[src/rtl/mem_port_arbiter.sv]
// mem_port_arbiter
//   Shares one single-ported memory between the instruction-fetch path and
//   the load/store data path. One access is in flight at a time and is
//   sequenced IDLE -> ISSUE -> WAIT (MEM_LATENCY-1 cycles) -> RESP.
//   Data requests win by default; a pending fetch is forced through after
//   STARVE_LIMIT consecutive data grants.
//
// Ports
//   clk, reset                 clock, asynchronous active-high reset
//   if_req/if_addr             fetch request and PC
//   if_gnt/if_rvalid/if_rdata  fetch accept, response pulse, instruction word
//   d_req/d_we/d_addr/d_wdata  load/store request
//   d_gnt/d_rvalid/d_rdata     data accept, response pulse, load data
//   mem_en/mem_we/mem_addr/mem_wdata/mem_rdata  memory port
//   stall                      freeze PC while a fetch is outstanding
//   busy                       an access is in flight
module mem_port_arbiter #(
  parameter int ADDR_WIDTH   = 32,
  parameter int DATA_WIDTH   = 32,
  parameter int MEM_LATENCY  = 1,
  parameter int STARVE_LIMIT = 4
) (
  input  logic                  clk,
  input  logic                  reset,
  input  logic                  if_req,
  input  logic [ADDR_WIDTH-1:0] if_addr,
  output logic                  if_gnt,
  output logic                  if_rvalid,
  output logic [DATA_WIDTH-1:0] if_rdata,
  input  logic                  d_req,
  input  logic                  d_we,
  input  logic [ADDR_WIDTH-1:0] d_addr,
  input  logic [DATA_WIDTH-1:0] d_wdata,
  output logic                  d_gnt,
  output logic                  d_rvalid,
  output logic [DATA_WIDTH-1:0] d_rdata,
  output logic                  mem_en,
  output logic                  mem_we,
  output logic [ADDR_WIDTH-1:0] mem_addr,
  output logic [DATA_WIDTH-1:0] mem_wdata,
  input  logic [DATA_WIDTH-1:0] mem_rdata,
  output logic                  stall,
  output logic                  busy
);

  typedef enum logic [1:0] {
    IDLE  = 2'd0,
    ISSUE = 2'd1,
    WAIT  = 2'd2,
    RESP  = 2'd3
  } state_t;

  localparam logic [3:0] STARVE_MAX = 4'(STARVE_LIMIT);
  // WAIT counts down to zero, so it is loaded with (latency - 2).
  localparam logic [3:0] WAIT_LOAD  = (MEM_LATENCY >= 2) ? 4'(MEM_LATENCY - 2) : 4'd0;

  state_t                state_q, state_d;
  logic [3:0]            wait_q, wait_d;
  logic [3:0]            starve_q, starve_d;
  logic                  owner_q;   // 1 = data path owns the access
  logic                  we_q;
  logic [ADDR_WIDTH-1:0] addr_q;
  logic [DATA_WIDTH-1:0] wdata_q;
  logic [DATA_WIDTH-1:0] if_rdata_q;
  logic [DATA_WIDTH-1:0] d_rdata_q;
  logic                  fetch_first;

  // State register
  always_ff @(posedge clk or posedge reset) begin
    if (reset) begin
      state_q  <= IDLE;
      wait_q   <= '0;
      starve_q <= '0;
    end else begin
      state_q  <= state_d;
      wait_q   <= wait_d;
      starve_q <= starve_d;
    end
  end

  // Next-state logic
  always_comb begin
    state_d = state_q;
    wait_d  = wait_q;
    unique case (state_q)
      IDLE: begin
        if (if_gnt || d_gnt) state_d = ISSUE;
      end
      ISSUE: begin
        if (MEM_LATENCY == 1) begin
          state_d = RESP;
        end else begin
          state_d = WAIT;
          wait_d  = WAIT_LOAD;
        end
      end
      WAIT: begin
        if (wait_q == 4'd0) state_d = RESP;
        else                wait_d  = wait_q - 4'd1;
      end
      RESP: begin
        state_d = (if_gnt || d_gnt) ? ISSUE : IDLE;
      end
      default: state_d = IDLE;
    endcase

    // Starvation only accumulates while a fetch is actually waiting.
    starve_d = starve_q;
    if (!if_req || if_gnt) begin
      starve_d = '0;
    end else if (d_gnt && (starve_q != STARVE_MAX)) begin
      starve_d = starve_q + 4'd1;
    end
  end

  // Output logic
  always_comb begin
    fetch_first = if_req && (!d_req || (starve_q == STARVE_MAX));
    if_gnt    = 1'b0;
    d_gnt     = 1'b0;
    if (!reset && ((state_q == IDLE) || (state_q == RESP))) begin
      if_gnt = fetch_first;
      d_gnt  = d_req && !fetch_first;
    end
    mem_en    = (state_q == ISSUE);
    mem_we    = (state_q == ISSUE) && we_q;
    mem_addr  = addr_q;
    mem_wdata = wdata_q;
    if_rvalid = (state_q == RESP) && !owner_q;
    d_rvalid  = (state_q == RESP) && owner_q;
    if_rdata  = if_rdata_q;
    d_rdata   = d_rdata_q;
    busy      = (state_q != IDLE);
    stall     = !reset && if_req && !if_rvalid;
  end

  // Request capture on grant and read-data return on entry to RESP.
  // mem_wdata keeps its last store value across fetches.
  always_ff @(posedge clk or posedge reset) begin
    if (reset) begin
      owner_q    <= 1'b0;
      we_q       <= 1'b0;
      addr_q     <= '0;
      wdata_q    <= '0;
      if_rdata_q <= '0;
      d_rdata_q  <= '0;
    end else begin
      if (if_gnt || d_gnt) begin
        owner_q <= d_gnt;
        we_q    <= d_gnt && d_we;
        addr_q  <= d_gnt ? d_addr : if_addr;
        if (d_gnt) wdata_q <= d_wdata;
      end
      if ((state_d == RESP) && (state_q != RESP) && !we_q) begin
        if (owner_q) d_rdata_q  <= mem_rdata;
        else         if_rdata_q <= mem_rdata;
      end
    end
  end

endmodule

[config.mk]
export PLATFORM = sky130hd
export DESIGN_NAME = mem_port_arbiter
export DESIGN_NICKNAME = d
export VERILOG_FILES = /design/src/rtl/mem_port_arbiter.sv
export SDC_FILE = /design/constraint.sdc
export NUM_CORES = 1
export LEC_CHECK = 0
export ABC_AREA = 1
export CAP_MARGIN = 40
export CORE_MARGIN = 2
export CORE_UTILIZATION = 57
export CTS_CLUSTER_DIAMETER = 200
export DETAILED_ROUTE_END_ITERATION = 10
export DONT_BUFFER_PORTS = 1
export GPL_TIMING_DRIVEN = 0
export MAX_ROUTING_LAYER = met4
export PLACE_DENSITY = 0.75
export SYNTH_ARGS = -nofsm -noshare
export SYNTH_HDL_FRONTEND = slang
export SYNTH_SLANG_ARGS = --single-unit
[constraint.sdc]
create_clock -name clk -period 5.3 [get_ports clk]
set_input_delay 0.795 -clock clk [delete_from_list [all_inputs] [get_ports clk]]
set_output_delay 0.795 -clock clk [all_outputs]
set_load 0.005 [all_outputs]
==> results.yml, run 1 <==
floorplan:
  chipHeight_um: 107.0
  core_mm2: 0.01032
  ios: 269
  num_rows: 37
  dieArea_mm2: 0.01144
  initial_core_util_pct: 58.55
  die_x_um: 107.0
global_routing:
  grt_pass1_vias: 5072
  antenna_found_initial: 0
  grt_use_total_pct: 30.09
  grt_overflow: 0
  grt_pass1_wl_mm: 25.80
  grt_max_degree: 39
layout:
  area_growth_pct: 14.06
  drive_gt1_share_pct: 10.39
  multi_input_area_mm2: 0.002188
  design_area_mm2: 0.006894
  seq_area_mm2: 0.003503
  diodes: 0
  stdcell_count: 858
  layout.nets: 850
  nFillCells: 793
  fin_util_pct: 66.78
timing:
  setup_viol: 0
  rsz0062_at_grt: "false"
  fmax_ghz: 0.2855
  setup-tns-final_ns: 0
  final-hold-violation-count: 0
  worst_pin_slew_ns: 0.6492
  drv_slew: 0
  period_needed_ns: 3.503
  period_share_pct: 66.10
  slew_headroom_pct: 56.63
  hold-worst-slack_ns: 0.2379
  finClkSkew_ns: 0.008178
  layout_setup_ws_ns: 1.797
clock_tree:
  clkLatencyLatePin_ns: 0.51
  cts_buffers: 17
  cts_sinks: 140
  hold_buffers: 0
  clockRootBuffer: "clkbuf_8"
  cts_max_level: 4
  cts_buffer_depth: 2
  cts_tree: "built"
  post_cts_buffers: 0
  cts_resized: 0
  clkTransAtPathRegs_ns: 0.06
power_and_ir_drop:
  vdd_ir_drop_max_v: 0.0003129
  finalPower_mw: 4.919
  pwr-share-comb_pct: 35.6
  swShare_pct: 41.89
  clkPwrFrac_pct: 23.8
  switchingPower_mw: 2.061
  p_leak_nw: 3.571
  seq_power_share_pct: 40.6
  powerDensity_mw_per_mm2: 713.4
  internal-power_mw: 2.858
worst_setup_path:
  max_stage_delay_ns: 0.49
  cp_cell_sequence: "clkinvlp_4 -> buf_12 -> buf_12 -> nand2_1 -> nor2_1 -> nand2_1 -> inv_1 -> buf_2 -> buf_4"
  cp_max_fo: 38
  cp.required_ns: 4.51
  cp_slowest_cell: "clkinvlp_4"
  crit_type: "input port to output port"
  path_buf_inv: 6
  cp-start-kind: "input port"
  critical_path.top_delay_family: "buffers and inverters"
  cp-end-kind: "output port"
  cp.arrival_ns: 2.71
placed_design:
  portBuffers: 0
  hpwl_mm: 11.93
  place_ws_ns: 1.683
  placed_area_mm2: 0.006306
  gp_congestion: 0.9057
  dp_cells: 826
outcome:
  status: "complete, no violations"
route:
  ant_nets: 0
  dr.pass1.iters: 5
  drt-initial-drc-count: 330
  viasPerCell: 5.852
  num_vias: 5021
  routedWlPerCell_um: 18.99
  drc: 0
  drt-total-wl_mm: 16.29
logic_synthesis:
  netlist_area_mm2: 0.006045
  async_flop_share_pct: 100.0
  ys.flop_type: "dfrtp_1"
  synth-edff-count: 0
  synthTopCellsByArea: "dfrtp_1 58%, nand2_1 19%, nand4_1 6.7%"
  ys_seq_area_share_pct: 57.96
  syn-num-nets: 827
  ys_ff_latch: 140
  avgSynthCellArea_um2: 8.811
  ys_warn_count: 0
  yosysTopAreaCell: "dfrtp_1"
  synth_top_area_share_pct: 57.96
  syn_inst: 686
  synth.distinct_cells: 25
worst_hold_path:
  min_path_type: "input port to async pin"
flow_run:
  maxCapViolCount: 0
-- cells in the mapped netlist (3+ instances only) --
master / number
clkbuf_1: 11
buf_6: 6
ha_1: 8
nand4_1: 65
nand3_1: 67
nand2_1: 303
nor2_1: 12
nand3_2: 3
buf_4: 5
o21ai_0: 7
inv_1: 21
dfrtp_1: 140
xor2_1: 3
buf_2: 21
buf_1: 4
-- cells in the final DEF (no fill, tap or decap), types with 5 or more instances in the layout --
cell	synthesis	routed
buf_2	21	21
buf_4	5	5
clkbuf_16	0	16
buf_6	6	6
nand4_1	65	65
nand3_1	67	67
nor2_1	12	12
nand2_1	303	303
o21ai_0	7	7
clkbuf_1	11	12
ha_1	8	8
dfrtp_1	140	140
inv_1	21	20
-- sequential cells by signal, summed over array words and instances, names as in the netlist --
signal / flops
wait_q: 4
starve_q: 4
d_rdata: 32
mem_wdata: 32
we_q: 1
if_rdata: 32
mem_addr: 32
owner_q: 1
state_q: 2
-- worst reg2reg max path: stages (launching register included) --
cell	delay [ns]
dfrtp_1	0.39
inv_1	0.10
ha_1	0.36
nor2_4	0.17
o21ai_4	0.12
inv_2	0.14
nand2_1	0.08
nand3_2	0.12
nand3_2	0.13
buf_2	0.22
nand2_1	0.09
nand2_1	0.08
-- metal layers --
| layer | wire length [um] | global-route usage [%] | share of wire (%) | vias to the layer above |
|---|---|---|---|---|
| li1 | - | - | - | 2284 |
| met1 | 6032 | 34.40 | 37 | 2434 |
| met2 | 8227 | 48.91 | 50 | 265 |
| met3 | 1529 | 9.119 | 9.4 | 38 |
| met4 | 503 | 14.01 | 3.1 | 0 |
| met5 | 0 | - | 0 | - |
-- path summary, 6_finish.rpt --
path / start / endpoint / slack [ns] / cells past startpoint
worst max register to register: state_q[0] / d_rdata[13] / 3.17 / 11
min in group clk: d_wdata[5] / mem_wdata[5] / 0.39 / 2
max in group asynchronous: reset / if_rdata[2] / 4.04 / 4
worst max-delay path: reset / d_gnt / 1.80 / 9
worst min-delay path: reset / mem_addr[25] / 0.24 / 1
worst min register to register: wait_q[1] / wait_q[1] / 0.49 / 2
-- kinds of logic (layout without fill, tap and decap cells) --
logic type | count (synthesis) | after routing | share of synthesized area, %
AOI/OAI and AO/OA | 11 | 11 | 1.201
xor gates and xnor gates | 4 | 4 | 0.5797
adders and majority gates | 8 | 8 | 1.656
buffers and inverters | 70 | 106 | 5.837
DFF | 140 | 140 | 57.96
and+or+nand+nor | 453 | 453 | 32.77
-- power by group through the flow --
stage,clock (mW),combinational [mW],sequential (mW)
detailed placement,0,1.74,2.01
global route,1.23,1.98,2.04
floorplan,0,1.34,1.86
CTS,1.18,1.75,2.00
global placement,0,1.64,2.00
finish,1.17,1.75,2.00
-- cell type report --
class	instances	share of cell area [%]
Clock buffer	19	6.261
Multi-Input combinational cell	476	31.74
Tap cell	136	2.468
Buffer	47	3.866
Timing Repair Buffer	4	1.270
Sequential cell	140	50.82
Clock inverter	13	2.269
Inverter	23	1.307
No activity file was read; power rests on OpenSTA's default activity.
==> run 2: changes to the inputs <==
--- a/config.mk
+++ b/config.mk
@@ -7,14 +7,14 @@
 export LEC_CHECK = 0
 export ABC_AREA = 1
 export CAP_MARGIN = 40
-export CORE_MARGIN = 2
-export CORE_UTILIZATION = 57
+export CORE_AREA = 2 2 104 106
 export CTS_CLUSTER_DIAMETER = 200
 export DETAILED_ROUTE_END_ITERATION = 10
+export DIE_AREA = 0 0 106 108
 export DONT_BUFFER_PORTS = 1
 export GPL_TIMING_DRIVEN = 0
 export MAX_ROUTING_LAYER = met4
-export PLACE_DENSITY = 0.75
+export PLACE_DENSITY = 0.74
 export SYNTH_ARGS = -nofsm -noshare
 export SYNTH_HDL_FRONTEND = slang
 export SYNTH_SLANG_ARGS = --single-unit
==> constraint.sdc (replaced) <==
create_clock -name clk -period 3.65 [get_ports clk]
set_input_delay 0.5475 -clock clk [delete_from_list [all_inputs] [get_ports clk]]
set_output_delay 0.5475 -clock clk [all_outputs]
set_load 0.005 [all_outputs]
==> run 2 against run 1 <==
  * Clock power is 47% higher
  * First-iteration DRC count is 4.8% higher
  * Power is 45% higher
  * Non-clock buffer count is 1 lower
  * Register-to-register slack worse by 1.7 ns
  * Critical path depth stayed put
  * Worst hold slack worse by 0.23 ns
  * Sequential cell count stayed put
  * Worst setup slack worse by 1.0 ns
  * Clock skew is 0.00059 ns lower
  * Sequential share of layout area is 0.083 points higher
==> results.yml, run 2 (same netlist as run 1, synthesis figures left out) <==
outcome:
  status: "complete, no violations"
layout:
  diodes: 0
  fin_util_pct: 67.27
  layout.nets: 849
  nFillCells: 826
  drive_gt1_share_pct: 10.28
  final_cell_mix: "303 x nand2_1, 140 x dfrtp_1, 67 x nand3_1"
  final_common_cell: "nand2_1"
  area_growth_pct: 13.87
floorplan:
  core_mm2: 0.01023
  chipHeight_um: 108
  num_rows: 37
  ios: 269
  dieArea_mm2: 0.01145
  die_x_um: 106
  initial_core_util_pct: 59.08
clock_tree:
  hold_buffers: 0
  cts_buffers: 17
  cts_tree: "built"
  post_cts_buffers: 0
  clkTransAtPathRegs_ns: 0.06
  cts_buffer_depth: 2
  cts_sinks: 140
  cts_resized: 0
  clkLatencyLatePin_ns: 0.52
  clockRootBuffer: "clkbuf_8"
  cts_max_level: 4
worst_setup_path:
  timing.critical_path.mode_cell: "inv_1"
  cp-start-kind: "register"
  ff2ff_setup_slack_ns: 1.50
  cp.arrival_ns: 2.33
  cp_max_fo: 10
  cp_slowest_cell: "dfrtp_1"
  path_buf_inv: 5
  critical_path.top_delay_family: "buffers and inverters"
  crit_type: "register to output port"
  cp_cell_sequence: "inv_1 -> ha_1 -> inv_1 -> nand2_1 -> nor2_1 -> nand2_1 -> inv_1 -> buf_6 -> buf_6"
  cp-end-kind: "output port"
  cp.required_ns: 3.10
  max_stage_delay_ns: 0.39
timing:
  setup-tns-final_ns: 0
  worst_pin_slew_ns: 0.7211
  rsz0062_at_grt: "false"
  final-hold-violation-count: 0
  finClkSkew_ns: 0.007587
  slew_headroom_pct: 51.82
  setup_viol: 0
  period_needed_ns: 2.875
  period_share_pct: 78.77
  drv_slew: 0
  fmax_ghz: 0.3478
power_and_ir_drop:
  swShare_pct: 40.99
  internal-power_mw: 4.205
  seq_power_share_pct: 40.5
  pwr-share-comb_pct: 35.3
  switchingPower_mw: 2.920
  clkPwrFrac_pct: 24.2
  p_leak_nw: 3.561
  powerDensity_mw_per_mm2: 1035
  vdd_ir_drop_max_v: 0.0004214
route:
  drt-total-wl_mm: 16.01
  viasPerCell: 5.765
  ant_nets: 0
  drt-initial-drc-count: 346
  dr.pass1.iters: 5
  num_vias: 4935
  drc: 0
  routedWlPerCell_um: 18.71
placed_design:
  gp_congestion: 0.8919
  portBuffers: 0
  hpwl_mm: 11.98
global_routing:
  antenna_found_initial: 0
  grt_use_total_pct: 29.36
  grt_max_degree: 42
  grt_pass1_wl_mm: 25.04
  grt_pass1_vias: 5055
  grt_overflow: 0
worst_hold_path:
  min_path_type: "input port to async pin"
flow_run:
  maxCapViolCount: 0
## run 2: path summary, 6_finish.rpt
| path | startpoint | endpoint | depth (start not counted) |
|---|---|---|---|
| worst max-delay path | state_q[0] | d_gnt | 9 |
| worst min-delay path | reset | starve_q[2] | 1 |
| worst min register to register | wait_q[1] | wait_q[1] | 2 |
| max in group asynchronous | reset | mem_wdata[11] | 2 |
| worst max register to register | state_q[0] | mem_addr[25] | 10 |
| min in group clk | d_wdata[7] | mem_wdata[7] | 2 |
## run 2: final cells by class
class | instances | area (um2) | share of cell area (%)
timing repair buffer | 3 | 60.06 | 0.8726
clock inverter | 13 | 166.4 | 2.418
tap | 136 | 170.2 | 2.472
clock buffer | 18 | 427.9 | 6.217
buffer | 47 | 276.5 | 4.017
multi-input combinational | 476 | 2188 | 31.79
inverter | 23 | 90.09 | 1.309
sequential | 140 | 3503 | 50.90
## run 2: stage by stage
stage               setup WS (ns)  cell area [um2]  total power, mW  hold slack (ns)  instances
floorplan                 -0.2546             6058            4.649           0.4530        686
global placement           -1.211             6228            5.276           0.4693        822
detailed placement         0.9548             6289            5.422           0.4775        825
CTS                        0.7308             6883            7.162          0.01283        856
global route               0.6195             6883            7.626          0.03964        856
finish                     0.7749             6883            7.125          0.01265        856
## run 2: power by group through the flow
stage | Clock, mW | Combinational [mW] | Sequential, mW
final | 1.72 | 2.51 | 2.89
after global routing | 1.82 | 2.84 | 2.96
after CTS | 1.75 | 2.51 | 2.90
after detailed placement | 0 | 2.51 | 2.91
after global placement | 0 | 2.37 | 2.90
after floorplan | 0 | 1.95 | 2.70
## run 2: routing by layer
layer / vias up / share of wire (%) / GRT usage (%)
li1: 2281 / - / -
met1: 2382 / 37 / 32.10
met2: 247 / 52 / 49.77
met3: 25 / 9.3 / 9.584
met4: 0 / 2.2 / 12.22
met5: - / 0 / -
==> run 3: changes to the inputs <==
--- a/config.mk
+++ b/config.mk
@@ -7,14 +7,14 @@
 export LEC_CHECK = 0
 export ABC_AREA = 1
 export CAP_MARGIN = 40
-export CORE_AREA = 2 2 104 106
+export CORE_MARGIN = 2
+export CORE_UTILIZATION = 57
 export CTS_CLUSTER_DIAMETER = 200
 export DETAILED_ROUTE_END_ITERATION = 10
-export DIE_AREA = 0 0 106 108
 export DONT_BUFFER_PORTS = 1
 export GPL_TIMING_DRIVEN = 0
 export MAX_ROUTING_LAYER = met4
-export PLACE_DENSITY = 0.74
+export PLACE_DENSITY = 0.75
 export SYNTH_ARGS = -nofsm -noshare
 export SYNTH_HDL_FRONTEND = slang
 export SYNTH_SLANG_ARGS = --single-unit
==> constraint.sdc (replaced) <==
create_clock -name clk -period 2.59 [get_ports clk]
set_input_delay 0.3885 -clock clk [delete_from_list [all_inputs] [get_ports clk]]
set_output_delay 0.3885 -clock clk [all_outputs]
set_load 0.005 [all_outputs]
==> run 3 against run 2 <==
  * Clock power is 28% higher
  * Final area is 9.5% higher
  * Worst hold slack better by 0.011 ns
==> results.yml, run 3 (same netlist as run 1, synthesis figures left out) <==
route:
  num_vias: 5324
  viasPerCell: 5.762
  dr.pass1.iters: 6
  drc: 0
  ant_nets: 0
  routedWlPerCell_um: 19.01
  drt-initial-drc-count: 395
  drt-total-wl_mm: 17.57
global_routing:
  grt_pass1_vias: 5619
  antenna_found_initial: 0
  grt_use_total_pct: 32.04
  grt_overflow: 0
  grt_pass1_wl_mm: 27.41
  grt_max_degree: 36
worst_setup_path:
  cp_cell_sequence: "inv_2 -> ha_4 -> inv_1 -> nand2_1 -> nor2_1 -> nand2_2 -> inv_1 -> buf_6 -> buf_6"
  cp_slowest_cell: "dfrtp_1"
  critical_path.top_delay_family: "buffers and inverters"
  r2r-end: "d_rdata[16]"
  worstRegToRegCells: 11
  crit_type: "register to output port"
  cp.required_ns: 2.20
  cp-start-kind: "register"
  max_stage_delay_ns: 0.42
  ff2ff_setup_slack_ns: 0.60
  worstSetupStartpoint: "state_q[0]"
  path_buf_inv: 5
  cp.arrival_ns: 2.10
  worstReg2RegStart: "state_q[0]"
  cp-end-kind: "output port"
  cp_max_fo: 10
clock_tree:
  clkTransAtPathRegs_ns: 0.06
  clkLatencyLatePin_ns: 0.51
  cts_buffer_depth: 2
  cts_sinks: 140
  cts_tree: "built"
  cts_max_level: 4
  cts_buffers: 17
  clockRootBuffer: "clkbuf_8"
floorplan:
  chipHeight_um: 107.0
  num_rows: 37
  initial_core_util_pct: 58.55
  core_mm2: 0.01032
  die_x_um: 107.0
  dieArea_mm2: 0.01144
  ios: 269
outcome:
  status: "complete, no violations"
worst_hold_path:
  holdPathEnd: "mem_addr[18]"
  hold_depth: 2
  hp-start: "d_addr[18]"
  min_path_type: "input port to register"
timing:
  fmax_ghz: 0.4022
  final-hold-violation-count: 0
  period_share_pct: 96.00
  setup_viol: 0
  worst_pin_slew_ns: 0.6111
  drv_slew: 0
  period_needed_ns: 2.486
  slew_headroom_pct: 59.12
  finClkSkew_ns: 0.01407
layout:
  diodes: 0
  area_growth_pct: 24.69
  final_cell_mix: "302 x nand2_1, 140 x dfrtp_1, 67 x nand3_1"
  drive_gt1_share_pct: 10.15
  design_area_mm2: 0.007537
  final_common_cell: "nand2_1"
  layout.nets: 916
  nFillCells: 705
  fin_util_pct: 73.01
power_and_ir_drop:
  vdd_ir_drop_max_v: 0.0006399
  p_leak_nw: 3.828
  powerDensity_mw_per_mm2: 1331
placed_design:
  gp_congestion: 0.8613
  portBuffers: 0
  placed_area_mm2: 0.006311
  hpwl_mm: 11.97
flow_run:
  maxCapViolCount: 0
-- run 3: cell types whose count changed in the layout (fill, tap and decap cells not counted), moves of 2 or more --
| cell | previous run | this run |
|---|---|---|
| buf_4 | 4 | 7 |
| bufinv_16 | 3 | 1 |
| clkbuf_1 | 11 | 14 |
| dlygate4sd3_1 | 0 | 63 |
| inv_1 | 20 | 18 |
| inv_2 | 1 | 3 |
-- run 3: worst reg2reg max path, cell delays in order, from the launching register on --
cell     delay [ns]
dfrtp_1        0.42
inv_2          0.11
ha_4           0.22
nor2_4         0.15
o21ai_4        0.12
inv_2          0.14
nand2_1        0.09
nand3_2        0.13
nand3_2        0.13
buf_2          0.22
nand2_1        0.10
nand2_1        0.06
-- run 3: how the worst max path moves through the flow --
| stage | endpoint | slack [ns] | cells past startpoint |
|---|---|---|---|
| finish | d_gnt | 0.10 | 9 |
| global route | d_gnt | -0.04 | 9 |
| CTS | d_gnt | 0.03 | 9 |
| detailed placement | d_gnt | 0.38 | 8 |
| global placement | d_gnt | -1.88 | 7 |
| floorplan | d_gnt | -1.0 | 7 |
-- run 3: layer usage --
metal / GRT usage (%) / vias up / wire [um]
met1: 34.82 / 2547 / 6311
met3: 9.544 / 48 / 1616
li1: - / 2416 / -
met4: 16.33 / 0 / 647
met5: - / - / 0
met2: 53.50 / 313 / 8991
-- run 3: cell type report --
cell class / instances / area, um2 / area share (%)
clock inverters: 12 / 115.1 / 1.527
clock buffers: 20 / 425.4 / 5.644
repair buffers: 70 / 750.7 / 9.960
flip-flops and latches: 140 / 3503 / 46.48
well taps: 136 / 170.2 / 2.258
inverters: 23 / 90.09 / 1.195
multi-input cells: 476 / 2203 / 29.23
plain buffers: 47 / 279.0 / 3.702
-- run 3: timing repair --
item | in CTS | in global routing
cloned | 0 | 1
buffers inserted | 0 | 2
hold buffers | 62 | 1
gates resized for setup | 1 | 3
endpoints found under the hold margin | 73 | 1
endpoints found under the setup margin | 1 | 1
-- run 3: metrics by stage --
step                      setup TNS [ns]  hold WS (ns)  worst slack, ns  std cells  power (mW)
final                                  0       0.02386           0.1037        924       10.03
after global routing            -0.03655      0.001565         -0.03655        924       10.74
after CTS                              0     0.0006211          0.03103        920       9.985
after detailed placement               0        0.2917           0.3752        826       7.644
after global placement           -150.39        0.4698           -1.884        822       7.437
after floorplan                   -58.86        0.4530          -0.9961        686       6.556
-- run 3: where the power goes --
group          switching, mW  internal (mW)  total [mW]
clock                  0.927           1.28        2.21
sequential             0.901           3.21        4.11
combinational           2.39           1.32        3.71
